## config.mk

```make
export PLATFORM = sky130hd
export DESIGN_NAME = if_bpred_stage
export DESIGN_NICKNAME = d
export VERILOG_FILES = /design/src/rtl/rv_pkg.sv /design/src/rtl/if_bpred_stage_bht.sv /design/src/rtl/if_bpred_stage.sv
export SDC_FILE = /design/constraint.sdc
export NUM_CORES = 1
export LEC_CHECK = 0
export BUFFER_PORTS_ARGS = -buffer_cell sky130_fd_sc_hd__clkbuf_2
export CAP_MARGIN = 20
export CORE_UTILIZATION = 46
export DETAILED_ROUTE_END_ITERATION = 10
export PLACE_DENSITY = 0.69
export SYNTH_ARGS = -nofsm -noshare
export SYNTH_HDL_FRONTEND = slang
export SYNTH_SLANG_ARGS = --single-unit
```

## constraint.sdc

```tcl
create_clock -name clk -period 6.3 [get_ports clk]
set_clock_uncertainty 0.05 [all_clocks]
set_input_delay 0 -clock clk [delete_from_list [all_inputs] [get_ports clk]]
set_output_delay 0 -clock clk [all_outputs]
set_load 0.05 [all_outputs]
```

## src/rtl/rv_pkg.sv

```systemverilog
// Shared RISC-V encodings and 2-bit branch counter helpers for the fetch stage.
package rv_pkg;

  localparam logic [6:0]  OPC_BRANCH = 7'b1100011;
  localparam logic [2:0]  F3_BEQ     = 3'b000;
  localparam logic [2:0]  F3_BNE     = 3'b001;
  localparam logic [31:0] NOP_INS    = 32'h0000_0013;

  typedef enum logic [1:0] {
    SNT = 2'b00,
    WNT = 2'b01,
    WT  = 2'b10,
    ST  = 2'b11
  } ctr_e;

  function automatic logic [1:0] ctr_next(input logic [1:0] ctr, input logic taken);
    logic [1:0] res;
    if (taken) begin
      res = (ctr == 2'b11) ? 2'b11 : ctr + 2'd1;
    end else begin
      res = (ctr == 2'b00) ? 2'b00 : ctr - 2'd1;
    end
    return res;
  endfunction

endpackage

```

## src/rtl/if_bpred_stage_bht.sv

```systemverilog
// Branch history table: one 2-bit saturating counter per entry, read combinationally.
module bht
  import rv_pkg::*;
#(
  parameter int BHT_DEPTH = 16,
  parameter int BHT_IDX_W = 4
) (
  input  logic                 clk,
  input  logic                 rst,
  input  logic [BHT_IDX_W-1:0] rd_idx,
  output logic [1:0]           rd_ctr,
  input  logic                 upd_en,
  input  logic [BHT_IDX_W-1:0] upd_idx,
  input  logic                 upd_taken
);

  logic [1:0] ctr_q [BHT_DEPTH];

  // Read returns the stored value, so a same-cycle update is seen only next cycle.
  assign rd_ctr = ctr_q[rd_idx];

  // Counter storage: reset to weakly not-taken, saturating update on request.
  always_ff @(posedge clk) begin
    if (rst) begin
      for (int i = 0; i < BHT_DEPTH; i++) begin
        ctr_q[i] <= WNT;
      end
    end else if (upd_en) begin
      ctr_q[upd_idx] <= ctr_next(ctr_q[upd_idx], upd_taken);
    end else begin
      ctr_q[upd_idx] <= ctr_q[upd_idx];
    end
  end

endmodule

```

## src/rtl/if_bpred_stage.sv

```systemverilog
// Fetch stage: PC register, beq/bne predecode and prediction, IF/ID pipeline register.
module if_bpred_stage
  import rv_pkg::*;
#(
  parameter int          BHT_DEPTH = 16,
  parameter int          BHT_IDX_W = 4,
  parameter logic [31:0] RESET_PC  = 32'h0000_0000
) (
  input  logic        clk,
  input  logic        rst,
  input  logic        stall,
  input  logic        if_stall,
  input  logic        jump,
  input  logic [31:0] pc_jump,
  input  logic        br_upd,
  input  logic        br_taken,
  input  logic [31:0] inst_in,
  output logic [31:0] pc_imem,
  output logic [31:0] ins,
  output logic [31:0] pc,
  output logic [31:0] pc_4,
  output logic        BrPre_if
);

  logic [31:0] pc_q, pc_d;
  logic [31:0] ins_q, ins_d;
  logic [31:0] idpc_q, idpc_d;
  logic [31:0] idpc4_q, idpc4_d;
  logic        brpre_q, brpre_d;

  logic        is_br_s;
  logic [31:0] b_imm_s;
  logic [1:0]  rd_ctr_s;
  logic        pred_s;
  logic        upd_en_s;
  logic [31:0] pc_plus4_s;

  bht #(
    .BHT_DEPTH(BHT_DEPTH),
    .BHT_IDX_W(BHT_IDX_W)
  ) u_bht (
    .clk      (clk),
    .rst      (rst),
    .rd_idx   (pc_q[BHT_IDX_W+1:2]),
    .rd_ctr   (rd_ctr_s),
    .upd_en   (upd_en_s),
    .upd_idx  (idpc_q[BHT_IDX_W+1:2]),
    .upd_taken(br_taken)
  );

  // Predecode of the fetched word and the resulting taken prediction.
  always_comb begin
    is_br_s    = (inst_in[6:0] == OPC_BRANCH) &&
                 ((inst_in[14:12] == F3_BEQ) || (inst_in[14:12] == F3_BNE));
    b_imm_s    = {{19{inst_in[31]}}, inst_in[31], inst_in[7], inst_in[30:25],
                  inst_in[11:8], 1'b0};
    pred_s     = is_br_s && rd_ctr_s[1];
    pc_plus4_s = pc_q + 32'd4;
    upd_en_s   = br_upd && !stall && !if_stall;
  end

  // Next PC and IF/ID contents; if_stall outranks jump should both ever arrive.
  always_comb begin
    pc_d    = pc_q;
    ins_d   = ins_q;
    idpc_d  = idpc_q;
    idpc4_d = idpc4_q;
    brpre_d = brpre_q;
    if (stall || if_stall) begin
      pc_d = pc_q;
    end else if (jump) begin
      pc_d    = pc_jump;
      ins_d   = NOP_INS;
      idpc_d  = 32'd0;
      idpc4_d = 32'd0;
      brpre_d = 1'b0;
    end else begin
      pc_d    = pred_s ? (pc_q + b_imm_s) : pc_plus4_s;
      ins_d   = inst_in;
      idpc_d  = pc_q;
      idpc4_d = pc_plus4_s;
      brpre_d = pred_s;
    end
  end

  // PC and IF/ID state registers.
  always_ff @(posedge clk) begin
    if (rst) begin
      pc_q    <= RESET_PC;
      ins_q   <= NOP_INS;
      idpc_q  <= 32'd0;
      idpc4_q <= 32'd0;
      brpre_q <= 1'b0;
    end else begin
      pc_q    <= pc_d;
      ins_q   <= ins_d;
      idpc_q  <= idpc_d;
      idpc4_q <= idpc4_d;
      brpre_q <= brpre_d;
    end
  end

  assign pc_imem  = pc_q;
  assign ins      = ins_q;
  assign pc       = idpc_q;
  assign pc_4     = idpc4_q;
  assign BrPre_if = brpre_q;

endmodule

```

==> flow_summary.toml <==
[status]
outcome = "finished, final reports clean"

[synth]
synth_fa_ha_area_share_pct = 4.56
ys_top_cells_by_area = "dfxtp_1, edfxtp_1, nand2_1"
dominant_combinational_cell_family_by_area_after_synthesis = "simple AND/OR/NAND/NOR gates"
synth.avg_cell_area_um2 = 8.22
ys_seq_elements = 167
yosys.area.top_type = "dfxtp_1"
synth-simple-area-share_pct = 23.2
postSynthNetCount = 1220
synth_edf_count = 32
netlist.area_leader.share_pct = 29.4
synth_area_mm2 = 0.00918
fraction_of_registers_with_async_set_or_reset_after_synthesis_pct = 0
yosysWarnings = 0
dominantRegCellSynth = "dfxtp_1"
synth_compound_area_share_pct = 19.5
synthDistinctLibCells = 67
post_synth_most_frequent_cells = "nand2_1, dfxtp_1, a21oi_1"
yosysSeqAreaShare_pct = 39.9
synth_most_common_cell = "nand2_1"
synth_cells = 1117
xor_and_xnor_area_share_after_synthesis_pct = 4.29
yosys-mux-area-fraction_pct = 4.66

[clock_network]
post_cts.resized_instances = 0
ctsHoldBuffers = 58
cts.sinks = 167
cts_inserted_buffers = 17
later_pin_clock_latency_in_the_skew_report_ns = 0.44
cts.reportedPaths.clkPinSlew_ns = 0.07
clock_tree.htree_level_count = 4
cts_tree = "yes"
root_buffer = "clkbuf_16"
post_cts_buffers = 0
cts-root-to-sink-buffers = 2

[critical_path]
r2r-end = "u_bht.ctr_q[1][0]"
setup.reg_to_reg.worst_slack_ns = 3.25
critPathCaptureType = "register"
critPathBufInv = 0
critical_path_start_type = "register"
cp_top_family = "multiplexers"
setup_cp_type = "reg2reg"
path_common_cell = "mux4_2"
path_length_in_cells_of_the_critical_path = 6
cp_slowest_cell = "dfxtp_1"
cp.arrival_ns = 3.17
worstPathCellList = "mux4_2 -> mux4_2 -> maj3_2 -> mux2_2 -> nor3b_2 -> nand2_1"
max_fo_critical_path = 8
crit_required_ns = 6.41
r2r.worst_path.cells = 6
cpPeakStageDelay_ns = 0.62

[floorplanning]
ios = 200
placeableCoreArea_mm2 = 0.0195
die_height_um = 143
fp-row-count = 51
die_outline_area_mm2 = 0.0205
die_span_in_x_um = 143
floorplan.initialDensity_pct = 47.0

[min_path]
holdCritPathClass = "in2reg"
hold-path-endpoint = "pc_imem[16]"
holdPathStages = 4
hp-start = "pc_jump[16]"

[final_layout]
drive_above_1_share_pct = 20.2
number_of_diodes_added_for_antenna_fixing = 0
layout.cell_area.non_filler_mm2 = 0.0115
area_growth_pct = 24.7
fin_cells = 1604
nNetsFinal = 1429
final_core_utilization_pct = 58.6

[power_and_ir_drop]
power-per-cell-area_mw_per_mm2 = 230
vdd_ir_drop_max_mv = 0.194
leakage_power_of_the_design_nw = 4.52
power_mw = 2.63

[sta]
report.final.slew_viol_count = 0
fin_tns_setup_ns = 0
tightest_slew_ns = 1.08
layout_min_cycle_time_ns = 3.05
final-setup-viol-count = 0
grt_setup_unrepaired = "no"
fmax_mhz = 328
timing.final.crit_share_pct = 48.5
timing.final.ws_setup_ns = 3.25
timing_hold_violations_final = 0
timing.hold.ws_ns = 0.0332
worst_slew_margin_relative_to_its_limit_pct = 28.3

[grt]
wire_length_of_the_first_global_routing_pass_mm = 46.1
grt-ovfl-total = 0
gr-usage-all-layers_pct = 28.9
grt_max_degree = 99
antenna_found_initial = 0
number_of_global_route_vias_before_repair = 8621

[placement]
postPlaceCellArea_mm2 = 0.0103
dp.final_hpwl_mm = 19.7
port-buffer-count = 199
detailedPlace.worstSlack_ns = 3.23
placed_cells = 1514
routabilityCongestion = 0.985

[routing]
drtIter0Drc = 712
route.final.wire_length_mm = 29.3
route.detailed.vias_per_inst = 5.78
detail_route.first_pass.iterations = 5
avgRoutedWirePerCell_um = 18.2
via_count = 9278
route.detailed.drc = 0
antenna_violating_nets_post_route = 0

[job]
cap_violations = 0
-- registers in the layout (all words and copies together) (netlist names), named ones only --
name,count
pc,32
ins,32
pc_imem,32
pc_4,30
u_bht.ctr_q,32
BrPre_if,1
-- placed cells by master, fill, tap and decap left out, types with 13 or more instances in the layout --
master / instances
clkbuf_2: 198
nand2_1: 179
dfxtp_1: 135
a21oi_1: 126
nor2_1: 99
nand3_1: 94
dlygate4sd3_1: 58
o21ai_0: 39
edfxtp_1: 32
ha_1: 31
xnor2_1: 29
a22oi_1: 27
nor3_1: 17
clkbuf_16: 17
xor2_1: 16
a21o_1: 16
mux4_2: 14
inv_1: 13
o211ai_1: 13
-- how the worst max path moves through the flow --
stage                              to
finish              u_bht.ctr_q[1][0]
global route              pc_imem[29]
CTS                 u_bht.ctr_q[1][0]
detailed placement  u_bht.ctr_q[1][0]
global placement    u_bht.ctr_q[1][0]
floorplan                 pc_imem[29]
-- metal layers --
metal,GRT usage (%),wire [um]
met1,39.1,13000
met2,45.1,13400
met3,6.50,2190
met4,10.3,687
met5,0,0
-- where the power goes --
group	switching (mW)	internal, mW	leakage [nW]
registers	0.0363	1.11	1.37
clock network	0.460	0.585	0.272
logic	0.285	0.151	2.88
-- final cells by class --
class / count / area [um^2]
sequential: 167 / 3660
multi-input combinational: 858 / 5170
tap: 265 / 332
inverter: 16 / 60.1
timing repair buffer: 266 / 1650
clock inverter: 14 / 148
fill: 1782 / 8080
clock buffer: 18 / 429
-- worst reg2reg max path: stages, from the launching register on --
cell and delay, ns:
dfxtp_1 0.62, mux4_2 0.57, mux4_2 0.52, maj3_2 0.31, mux2_2 0.34, nor3b_2 0.27
nand2_1 0.09
-- kinds of logic (layout without fill, tap and decap cells) --
group,after synthesis,after routing
buffers and inverters,92,314
DFF,167,167
adders and majority gates,33,33
and+or+nand+nor,467,467
AOI/OAI and AO/OA,288,288
xor gates and xnor gates,45,45
muxes,25,25
Power figures use the tool's default switching activity.
